--- src/rtl/fp16_add_rr_sched.sv ---
// Round-robin scheduler sharing one combinational FP16 adder between NUM_REQ requesters,
// with a single registered valid/ready result stage tagged by requester ID.

module new_fp16_add (
  input  logic [1:0][15:0] operands_i,
  output logic [15:0]      result_o
);
  logic [15:0] big, sml;
  logic [6:0]  e_big, e_sml, shamt, e_res;
  logic [13:0] m_big, m_sml, m_sml_sh;
  logic [14:0] sum;
  logic [11:0] rnd;
  logic        rbit, a_spec, b_spec, a_nan, b_nan;

  always_comb begin
    big = operands_i[1];
    sml = operands_i[0];
    if (operands_i[0][14:0] > operands_i[1][14:0]) begin
      big = operands_i[0];
      sml = operands_i[1];
    end
    e_big = (big[14:10] == 5'd0) ? 7'd1 : {2'b00, big[14:10]};
    e_sml = (sml[14:10] == 5'd0) ? 7'd1 : {2'b00, sml[14:10]};
    m_big = {|big[14:10], big[9:0], 3'b000};
    m_sml = {|sml[14:10], sml[9:0], 3'b000};
    shamt = e_big - e_sml;
    // Bits shifted out of the smaller operand collapse into a sticky LSB for rounding
    m_sml_sh = m_sml >> shamt;
    m_sml_sh[0] = m_sml_sh[0] | ((m_sml_sh << shamt) != m_sml);
    if (big[15] == sml[15]) sum = {1'b0, m_big} + {1'b0, m_sml_sh};
    else                    sum = {1'b0, m_big} - {1'b0, m_sml_sh};

    e_res = e_big;
    if (sum[14]) begin
      sum   = {1'b0, sum[14:2], sum[1] | sum[0]};
      e_res = e_res + 7'd1;
    end else begin
      for (int unsigned i = 0; i < 13; i++) begin
        if (!sum[13] && e_res > 7'd1) begin
          sum   = sum << 1;
          e_res = e_res - 7'd1;
        end
      end
    end

    rbit = sum[2] & (sum[1] | sum[0] | sum[3]);
    rnd  = {1'b0, sum[13:3]} + {11'd0, rbit};
    if (rnd[11]) begin
      rnd   = rnd >> 1;
      e_res = e_res + 7'd1;
    end

    a_spec = &operands_i[1][14:10];
    b_spec = &operands_i[0][14:10];
    a_nan  = a_spec & |operands_i[1][9:0];
    b_nan  = b_spec & |operands_i[0][9:0];

    if (a_nan || b_nan || (a_spec && b_spec && operands_i[1][15] != operands_i[0][15]))
      result_o = 16'h7E00;
    else if (a_spec || b_spec)
      result_o = {big[15], 5'h1F, 10'h000};
    else if (sum == 15'd0)
      result_o = {big[15] & sml[15], 15'd0};
    else if (e_res >= 7'd31)
      result_o = {big[15], 5'h1F, 10'h000};
    else
      result_o = {big[15], rnd[10] ? e_res[4:0] : 5'd0, rnd[9:0]};
  end
endmodule

module fp16_add_rr_sched #(
  parameter int NUM_REQ = 4,
  parameter int ID_W    = $clog2(NUM_REQ)
) (
  input  logic                     clk_i,
  input  logic                     rst_i,
  input  logic [NUM_REQ-1:0]       req_valid_i,
  output logic [NUM_REQ-1:0]       req_ready_o,
  input  logic [NUM_REQ-1:0][15:0] req_a_i,
  input  logic [NUM_REQ-1:0][15:0] req_b_i,
  output logic                     resp_valid_o,
  input  logic                     resp_ready_i,
  output logic [15:0]              resp_data_o,
  output logic [ID_W-1:0]          resp_id_o,
  output logic [31:0]              busy_cnt_o
);
  localparam logic [0:0] EMPTY = 1'b0;
  localparam logic [0:0] FULL  = 1'b1;

  logic [0:0]      state;
  logic [ID_W-1:0] rr_ptr, gnt_id, ptr_next;
  logic            gnt_any, can_accept;
  int unsigned     idx;
  logic [1:0][15:0] add_ops;
  logic [15:0]     sum;

  assign resp_valid_o = (state == FULL);
  assign can_accept   = ~resp_valid_o | resp_ready_i;

  always_comb begin
    gnt_any = 1'b0;
    gnt_id  = '0;
    idx     = 0;
    for (int unsigned k = 0; k < unsigned'(NUM_REQ); k++) begin
      idx = (unsigned'(int'(rr_ptr)) + k) % unsigned'(NUM_REQ);
      if (!gnt_any && can_accept && !rst_i && req_valid_i[idx]) begin
        gnt_any = 1'b1;
        gnt_id  = idx[ID_W-1:0];
      end
    end
    req_ready_o = '0;
    if (gnt_any) req_ready_o[gnt_id] = 1'b1;
  end

  assign ptr_next   = (gnt_id == ID_W'(NUM_REQ - 1)) ? '0 : gnt_id + 1'b1;
  assign add_ops[1] = req_a_i[gnt_id];
  assign add_ops[0] = req_b_i[gnt_id];

  new_fp16_add u_add (
    .operands_i (add_ops),
    .result_o   (sum)
  );

  always_ff @(posedge clk_i) begin
    if (rst_i) begin
      state       <= EMPTY;
      resp_data_o <= '0;
      resp_id_o   <= '0;
      rr_ptr      <= '0;
      busy_cnt_o  <= '0;
    end else begin
      if (gnt_any) begin
        state       <= FULL;
        resp_data_o <= sum;
        resp_id_o   <= gnt_id;
        rr_ptr      <= ptr_next;
      end else if (resp_ready_i) begin
        state <= EMPTY;
      end
      if (resp_valid_o && !resp_ready_i && busy_cnt_o != '1)
        busy_cnt_o <= busy_cnt_o + 32'd1;
    end
  end
endmodule
--- config.mk ---
export PLATFORM = sky130hd
export DESIGN_NAME = fp16_add_rr_sched
export DESIGN_NICKNAME = d
export VERILOG_FILES = /design/src/rtl/fp16_add_rr_sched.sv
export SDC_FILE = /design/constraint.sdc
export NUM_CORES = 1
export LEC_CHECK = 0
export BUFFER_PORTS_ARGS = -buffer_cell sky130_fd_sc_hd__buf_2
export CORE_AREA = 2 2 150 181
export CTS_CLUSTER_DIAMETER = 120
export CTS_CLUSTER_SIZE = 25
export DETAILED_ROUTE_END_ITERATION = 12
export DIE_AREA = 0 0 152 183
export GPL_ROUTABILITY_DRIVEN = 0
export GPL_TIMING_DRIVEN = 0
export PLACE_DENSITY = 0.81
export SYNTH_ARGS = -nofsm -noshare
export SYNTH_HDL_FRONTEND = slang
export SYNTH_SLANG_ARGS = --single-unit
--- constraint.sdc ---
create_clock -name clk_i -period 45.5 [get_ports clk_i]
set_input_delay 2.275 -clock clk_i [delete_from_list [all_inputs] [get_ports clk_i]]
set_output_delay 2.275 -clock clk_i [all_outputs]
set_load 0.05 [all_outputs]
======== Yosys cells after proc, flatten, opt, wreduce, memory -nomap -nowiden ========
Index checks and enable logic that the tools add are counted.
operators by class
  add/subtract/negate cells ............... 24
  $lt $le $gt $ge ......................... 21
  equal/unequal tests ..................... 5
  shift-type cells ........................ 2
  mux-type cells .......................... 90
  bitwise operators ....................... 10
  reduce and logical (&&, ||, !) cells .... 60
operator list
  kind                                                           number
  2-to-1 mux 15 bit                                              28
  2-to-1 mux 7 bit                                               27
  2-to-1 mux 16 bit                                              7
  greater-than comparator 7 x 1 -> 1 bit, second input constant  13
  subtractor 7 x 1 -> 7 bit, second input constant               13
  binary-select mux 16 bit (select 2 bit)                        2
  adder 32 x 1 -> 32 bit, second input constant                  1
  != test 32 bit, second input constant                          1
  logical AND 1 bit                                              29
  OR reduction 10 bit                                            2
  logical NOT 1 bit                                              18
  adder 14 x 14 -> 15 bit                                        1
  greater-than comparator 15 bit                                 1
  logical NOT 15 bit                                             1
  less-than comparator 2 x 3 -> 1 bit, second input constant     5
  2-to-1 mux 5 bit                                               3
  subtractor 14 x 14 -> 15 bit                                   1
  adder 7 x 1 -> 7 bit, second input constant                    2
  != test 14 bit                                                 1
  left shift 14 x 7 -> 14 bit                                    1
  >> shifter 14 x 7 -> 14 bit                                    1
  adder 11 x 1 -> 12 bit                                         1
  2-to-1 mux 1 bit                                               11
  2-to-1 mux 11 bit                                              1
  other kinds (20)                                               41
storage, ports and cells
  register bits after elaboration ......... 53
  input port bits ......................... 135
  output and inout bits ................... 55
  logic and storage cells ................. 217

======== Depth between registers and ports, before layout ========
Gate-level depths: netlist of run 1.
  depth after elaboration ................. 95
  mapped depth ............................ 167
  gate-level depth less buffers ........... 141

======== Hierarchy ========
A second synthesis of run 1 with hierarchy kept.
unflattened totals
  cell total of the unflattened synthesis .. 1730
  area total of the unflattened synthesis .. 12306.8 µm²
by module, submodules not included
  module             instances  cells an instance  area an instance (µm²)
  new_fp16_add       1          1297               8675.8
  fp16_add_rr_sched  1          433                3631.0

======== Worst setup path before layout of run 1 ========
OpenSTA, ideal clock, no wires.
  path type ............................... input to register
  start ................................... in req_valid_i[0]
  end ..................................... reg resp_data_o[1]
  setup time .............................. 0.069 ns
  data arrival time ....................... 35.113 ns
  required time ........................... 45.431 ns
  slack ................................... 10.318 ns
  cell stages on the path ................. 157
  buffers on the path ..................... 28
  cells stage by stage .................... buf_2 > mux2i_1 > o2111a_1 > nand2_1 > inv_2 > buf_2 > clkbuf_1 > clkbuf_1 > nand2_1 > nand3_1 > o21ai_0 > ha_1 > clkbuf_1 > a21oi_1 > o211ai_1 > o2111a_1 > o41a_1 > buf_2 > [121 not listed] > inv_1 > o311a_1 > o41ai_4 > clkbuf_1 > mux2_2 > ha_1 > inv_1 > a2111oi_4 > buf_4 > a21oi_1 > mux2i_1 > mux2_2 > ha_1 > xor2_1 > and4b_1 > a221o_1 > or3_1 > o21ai_1
between the ends
  word-level cells in the longest chain between the ends .. 94
  elaborated cells between the ends (all ways) .. 182
  those cells by class .................... 19 x add/sub; 15 x order compare; 3 x eq/ne; 2 x shift; 83 x mux; 7 x bitwise; 53 x reduce/logical
RTL lines
  what                                    RTL line  RTL
  start: declaration                      77        input logic [NUM_REQ-1:0] req_valid_i,
  binary-select mux 1 bit (select 2 bit)  106       if (!gnt_any && can_accept && !rst_i && req_valid_i[idx]) begin
  2-to-1 mux 1 bit (implied by the code)  106
  logical AND 1 bit                       106
  2-to-1 mux 1 bit                        106
  logical NOT 1 bit                       106
  logical AND 1 bit (3 in a row)          106
  2-to-1 mux 1 bit                        106
  logical NOT 1 bit                       106
  [76 not listed]                         -
  bitwise AND 1 bit                       46        rbit = sum[2] & (sum[1] | sum[0] | sum[3]);
  adder 11 x 1 -> 12 bit                  47        rnd = {1'b0, sum[13:3]} + {11'd0, rbit};
  2-to-1 mux 7 bit                        48        if (rnd[11]) begin
  >= comparator 7 x 5 -> 1 bit            64        else if (e_res >= 7'd31)
  2-to-1 mux 15 bit                       64
  2-to-1 mux 16 bit                       62        else if (sum == 15'd0)
  2-to-1 mux 16 bit                       60        else if (a_spec || b_spec)
  2-to-1 mux 16 bit                       58        if (a_nan || b_nan || (a_spec && b_spec && operands_i[1][15] != operands_i[0][15]))
  end signal: assignment                  134       resp_data_o <= sum;
  end: declaration                        83        output logic [15:0] resp_data_o,
Parallel ways exist; a longest one is shown, timed or not. The select of a mux whose other input is x is not followed.
A chain may end at the register's enable or synchronous reset.

======== Worst setup path after layout of run 1 ========
  start ................................... in req_valid_i[3]
  end ..................................... reg resp_data_o[14]
between the ends
  word-level cells in the longest chain between the ends .. 94
  elaborated cells between the ends (all ways) .. 183
  those cells by class .................... 19 x add/sub; 15 x order compare; 3 x eq/ne; 2 x shift; 84 x mux; 7 x bitwise; 53 x reduce/logical
RTL lines
  what                                                              RTL line
  binary-select mux 1 bit (select 2 bit)                            106
  2-to-1 mux 1 bit (implied by the code)                            106
  logical AND 1 bit                                                 106
  2-to-1 mux 1 bit                                                  106
  logical NOT 1 bit                                                 106
  logical AND 1 bit (3 in a row)                                    106
  2-to-1 mux 1 bit                                                  106
  logical NOT 1 bit                                                 106
  [76 not listed]                                                   -
  bitwise AND 1 bit                                                 46
  adder 11 x 1 -> 12 bit                                            47
  2-to-1 mux 7 bit or 2-to-1 mux 11 bit (tied branches)             48
  >= comparator 7 x 5 -> 1 bit or 2-to-1 mux 5 bit (tied branches)  64, 67
  2-to-1 mux 15 bit                                                 64
  2-to-1 mux 16 bit                                                 62
  2-to-1 mux 16 bit                                                 60
  2-to-1 mux 16 bit                                                 58
Parallel ways exist; a longest one is shown, timed or not. The select of a mux whose other input is x is not followed.

==> results of run 1 <==
final cells by class:
cell class / count / area (um^2) / area share, %
Multi-Input combinational cell: 1980 / 13500 / 79.9
Sequential cell: 53 / 1060 / 6.26
Timing Repair Buffer: 188 / 941 / 5.55
Buffer: 110 / 482 / 2.84
Tap cell: 335 / 419 / 2.47
Inverter: 94 / 353 / 2.08
Clock buffer: 5 / 125 / 0.738
Clock inverter: 3 / 26.3 / 0.155
Antenna cell: 3 / 7.51 / 0.0443
path summary, 6_finish.rpt:
path                        from         endpoint  slack (ns)
setup / recovery  req_valid_i[3]  resp_data_o[14]        3.26
hold / removal      resp_id_o[1]     resp_id_o[1]        0.45
setup reg to reg       rr_ptr[1]  resp_data_o[14]        4.87
hold reg to reg     resp_id_o[1]     resp_id_o[1]        0.45
cells by family (layout without fill, tap and decap cells):
| family | after synthesis | in the layout |
|---|---|---|
| and+or+nand+nor | 939 | 939 |
| AOI/OAI and AO/OA | 664 | 664 |
| buffers and inverters | 204 | 400 |
| muxes | 202 | 202 |
| xor gates and xnor gates | 96 | 96 |
| adders and majority gates | 79 | 79 |
| DFF | 53 | 53 |
| other | 0 | 3 |
layer usage:
metal,global-route usage (%),vias to the layer above
met5,0,-
met4,23.8,0
met3,4.61,348
met2,65.4,1203
met1,39.8,8525
li1,-,8808
layout by cell type, fill, tap and decap left out, types with 14 or more instances in the layout:
cell | synthesis | routed
o21ai_1 | 17 | 17
nor2_1 | 264 | 264
o211ai_1 | 42 | 42
buf_2 | 19 | 207
a31oi_1 | 35 | 35
nand2_1 | 232 | 232
nand2b_1 | 28 | 28
nand4_1 | 32 | 32
nor2b_1 | 17 | 17
clkbuf_1 | 72 | 70
dfxtp_1 | 53 | 53
mux2_2 | 54 | 54
xnor2_1 | 58 | 58
nand3_1 | 78 | 78
mux2i_1 | 142 | 141
nor3_1 | 73 | 73
inv_1 | 85 | 85
a21o_1 | 24 | 24
ha_1 | 77 | 77
a211oi_1 | 40 | 39
and3_1 | 37 | 37
and2_1 | 31 | 31
a21oi_1 | 143 | 141
or3_1 | 31 | 31
nor4_1 | 35 | 35
or2_2 | 14 | 14
o21ai_0 | 116 | 116
xor2_1 | 35 | 35
metrics by stage:
stage                     setup slack, ns  hold slack, ns  instances  util (%)
final                                3.26           0.452       2771      64.9
after detailed placement             2.73           0.445       2760      64.1
after global placement               3.52           0.437       2760      64.1
after global routing                0.119           0.470       2771      64.9
after CTS                            2.91           0.454       2768      64.7
after floorplan                     10.32           0.626       2237         -
registers in the layout, summed over array words and instances (netlist names):
register and cells:
resp_id_o 2, rr_ptr 2, resp_valid_o 1, resp_data_o 16, busy_cnt_o 32
critical path: cells and delay by family:
| family | cells | cell delay [ns] |
|---|---|---|
| AND/OR/NAND/NOR | 41 | 7.32 |
| buffers and inverters | 38 | 11.76 |
| adder cells (fa/ha/maj) | 17 | 4.50 |
| XOR/XNOR | 3 | 0.51 |
| AO/OA/AOI/OAI | 50 | 13.88 |
| multiplexers | 6 | 2.04 |
what timing repair did:
item	4_1_cts	5_1_grt
endpoints found under the hold margin	0	0
hold buffers	0	0
resized for setup	0	12
setup endpoints to repair	0	16
==> run_results.csv, run 1 <==
group,metric,value,unit
sta,hold_violations,0,
critical_path,path_common_cell,"clkbuf_1",
run,maxCapViolCount,0,
synthesis,synthMuxAreaShare,13.9,%
finish,layout.nets,2646,
sta,rsz0062_at_grt,"no",
clock_network,tritoncts,"built",
routing,first_pass_iters,9,
floorplanning,die_h,183,um
synthesis,synthDistinctLibCells,130,
worst_hold_path,hold_depth,2,
global_routing,first_global_vias,17839,
finish,fillers,2355,
synthesis,synth_compound_area_share,31.4,%
finish,syn_to_final_growth,10.2,%
critical_path,worst_ep_arrival_time,42.42,ns
clock_network,cts_buffers,5,
sta,slew_viol_final,0,
synthesis,yosys.area.top_type,"mux2i_1",
routing,detail_route.wl_per_cell,19.4,um
floorplanning,io_pins,190,
routing,drc,0,
sta,period_needed,42.24,ns
floorplanning,fp.dieW,152,um
critical_path,cp-end-kind,"flip-flop",
routing,drtIter0Drc,2081,
critical_path,reg2regPathDepth,155,
routing,dr_total_vias,18884,
critical_path,critical_path_required,45.68,ns
global_routing,grt.overflow.total,0,
synthesis,ys.flop_type,"dfxtp_1",
synthesis,synth.cell_area,15400,um^2
placement,hpwl,43400,um
clock_network,clk_pin_slew,0.07,ns
synthesis,synth.top_cells.by_area,"mux2i_1 (9.2%), dfxtp_1 (6.9%), nor2_1 (6.4%), ha_1 (6.3%), nand2_1 (5.7%)",
floorplanning,start_util,58.9,%
synthesis,ys_seq_area_share,6.90,%
critical_path,crit_type,"input port to flip-flop",
global_routing,grt_usage,36.2,%
worst_hold_path,hold_class,"flip-flop to flip-flop",
routing,vias_per_cell,6.81,
synthesis,synth_xor_area_share,5.61,%
synthesis,avgSynthCellArea,6.88,um^2
routing,totalWireLength,53700,um
synthesis,synth_top_cell_area_share,9.24,%
placement,dpl_cell_area,16700,um^2
synthesis,ys_warn_count,0,
sta,fmax,23.7,MHz
global_routing,grt_pass1_wl,86200,um
routing,top_layer,"met4",
floorplanning,rows,65,
sta,min_period_over_period,92.8,%
sta,setup_tns,0,ns
finish,finish.instance_area,17000,um^2
synthesis,synthTopCellsByCount,"nor2_1 (264), nand2_1 (232), a21oi_1 (143)",
clock_network,cts_buffer_depth,2,
routing,route.met3.wl,4490,um
synthesis,synth_cells,2237,
routing,met2_length,25400,um
clock_network,cts_sinks,53,
critical_path,slowest_delay,0.72,ns
run_status,status,"completed",
floorplanning,coreArea,26100,um^2
synthesis,synth_top_family_by_area,"compound AO/OA/AOI/OAI gates",
synthesis,synthAdderAreaFrac,6.52,%
sta,fin_skew,0.00774,ns
global_routing,antenna_found_initial,5,
critical_path,crit_fanout,10,
synthesis,yosys.area_share.simple,30.2,%
floorplanning,fp.dieArea,27800,um^2
finish,final_layout_size_suffix_gt1_share,15.9,%
placement,port_buffers,188,
clock_network,root_buffer,"clkbuf_16",
synthesis,synth.net_count,2451,
routing,drtAntennaViolNets,0,
synthesis,synth-edff-count,0,
clock_network,clock_latency,0.29,ns
global_routing,grt_max_degree,19,
synthesis,synth.most_common_cell,"nor2_1",
clock_network,htree_num_levels,2,
clock_network,postCtsSetupBuffers,0,
sta,tightest_slew,1.08,ns
sta,finalSetupViolCount,0,
synthesis,ys_ff_latch,53,
critical_path,cp_slowest_cell,"o41ai_4",
sta,slew_headroom,27.4,%
synthesis,async_flop_share,0,%
critical_path,crit_path_start_kind,"input port",
routing,met1_length,19600,um
Power of run 1 is left out: the tool's default activity adds up to more than one toggle a clock period on the data nets, which glitch-free logic cannot reach.
==> run 2, diff against run 1 <==
Settings changed: ABC_CLOCK_PERIOD_IN_PS set to 45500, RECOVER_POWER set to 25.
==> run 2 against run 1 <==
The flow now finishes with violations (design-rule violations). Hold slack gained 0.0034 ns. Clock skew is essentially flat. Non-clock buffer count is the same. Register-to-register slack lost 0.03 ns.
==> run_results.csv, run 2 (synthesis gave the netlist of run 1 again) <==
group,metric,value,unit
global_routing,antenna_found_initial,5,
routing,first_pass_iters,12,
routing,dr_total_vias,18929,
critical_path,worst_ep_arrival_time,42.45,ns
clock_network,cts_buffer_depth,2,
critical_path,cp-end-kind,"flip-flop",
critical_path,cp_slowest_cell,"o41ai_4",
sta,slew_headroom,24.9,%
sta,fmax,23.7,MHz
sta,rsz0062_at_grt,"no",
run_status,violations,"design-rule violations",
sta,min_period_over_period,92.9,%
finish,ff_latch_area,1060,um^2
global_routing,grt_pass1_wl,86200,um
sta,slew_viol_final,0,
critical_path,crit_fanout,11,
critical_path,critical_path_required,45.68,ns
clock_network,root_buffer,"clkbuf_16",
finish,fillers,2368,
sta,setup_tns,0,ns
floorplanning,io_pins,190,
clock_network,postCtsSetupBuffers,0,
clock_network,cts_hold_buf,0,
routing,detail_route.wl_per_cell,19.4,um
floorplanning,rows,65,
clock_network,htree_num_levels,2,
sta,hold_violations,0,
floorplanning,fp.dieArea,27800,um^2
floorplanning,die_h,183,um
placement,hpwl,43400,um
routing,totalWireLength,53800,um
global_routing,grt_max_degree,19,
clock_network,cts_sinks,53,
sta,tightest_slew,1.12,ns
run_status,status,"finished with violations",
critical_path,path_common_cell,"clkbuf_1",
finish,finish.instance_area,16900,um^2
finish,final_layout_size_suffix_gt1_share,14.9,%
sta,finalSetupViolCount,0,
global_routing,first_global_vias,17839,
floorplanning,start_util,58.9,%
finish,largest_reg_flops,32,
sta,period_needed,42.27,ns
critical_path,slowest_delay,0.72,ns
critical_path,crit_type,"input port to flip-flop",
routing,vias_per_cell,6.83,
global_routing,grt_usage,36.2,%
finish,multi_input_area,13500,um^2
sta,fin_skew,0.00780,ns
placement,dpl_cell_area,16700,um^2
clock_network,cts_buffers,5,
clock_network,clk_pin_slew,0.08,ns
clock_network,tritoncts,"built",
finish,layout.nets,2646,
floorplanning,fp.dieW,152,um
run,maxCapViolCount,0,
finish,max_flop_register,"busy_cnt_o",
clock_network,clock_latency,0.29,ns
routing,drtAntennaViolNets,0,
finish,fin_util,64.8,%
finish,final_common_cell,"nor2_1",
global_routing,grt.overflow.total,0,
worst_hold_path,hold_class,"flip-flop to flip-flop",
routing,drtIter0Drc,2102,
finish,final_cell_mix,"nor2_1 (264), nand2_1 (232), buf_2 (182)",
finish,syn_to_final_growth,10.1,%
routing,drc,2,
placement,port_buffers,188,
critical_path,crit_path_start_kind,"input port",
finish,reg_top3,"busy_cnt_o x32, resp_data_o x16",
floorplanning,coreArea,26100,um^2
==> run 2: cell count changes in the layout (fill, tap and decap cells not counted) <==
| cell | delta |
|---|---|
| diode_2 | +1 |
| buf_2 | -25 |
| clkbuf_1 | +25 |
==> run 2: final cells by class <==
class,count,share of cell area [%]
clock buffers,5,0.739
multi-input cells,1980,80.0
diodes,4,0.0591
clock inverters,3,0.155
well taps,335,2.48
flip-flops and latches,53,6.27
plain buffers,110,2.85
repair buffers,188,5.37
inverters,94,2.08
==> run 2: stage by stage <==
step	setup slack, ns	hold WS [ns]	instances
after global routing	0.119	0.472	2771
final	3.23	0.455	2772
after CTS	2.91	0.454	2768
after detailed placement	2.73	0.445	2760
after global placement	3.52	0.437	2760
after floorplan	10.32	0.626	2237
==> run 2: worst paths after layout <==
| path | from | to | slack, ns | cells after the start |
|---|---|---|---|---|
| worst min register to register | resp_id_o[1] | resp_id_o[1] | 0.45 | 2 |
| worst max-delay path | req_valid_i[3] | resp_data_o[14] | 3.23 | 154 |
| worst max register to register | rr_ptr[1] | resp_data_o[14] | 4.84 | 154 |
| worst min-delay path | resp_id_o[1] | resp_id_o[1] | 0.45 | 2 |
==> run 2: worst max-delay path, delay by kind of cell <==
| family | cells | cell delay, ns |
|---|---|---|
| AOI/OAI and AO/OA | 52 | 14.61 |
| buffers and inverters | 36 | 10.94 |
| and+or+nand+nor | 39 | 6.92 |
| adders and majority gates | 17 | 4.16 |
| muxes | 7 | 2.70 |
| xor gates and xnor gates | 3 | 0.67 |
==> run 2: layer usage <==
metal / part of all wire (%) / wire, um / up-vias / GRT usage [%]
met5: 0 / 0 / - / 0
met4: 7.8 / 4190 / 0 / 23.8
met3: 8.3 / 4500 / 356 / 4.61
met2: 47 / 25500 / 1216 / 65.4
met1: 36 / 19600 / 8555 / 39.8
li1: - / - / 8802 / -
==> run 2: what timing repair did <==
| item | in CTS | in global routing |
|---|---|---|
| resized for setup | 0 | 12 |
| setup endpoints to repair | 0 | 16 |
| hold endpoints to repair | 0 | 0 |
Power of run 2 is left out for the same reason.
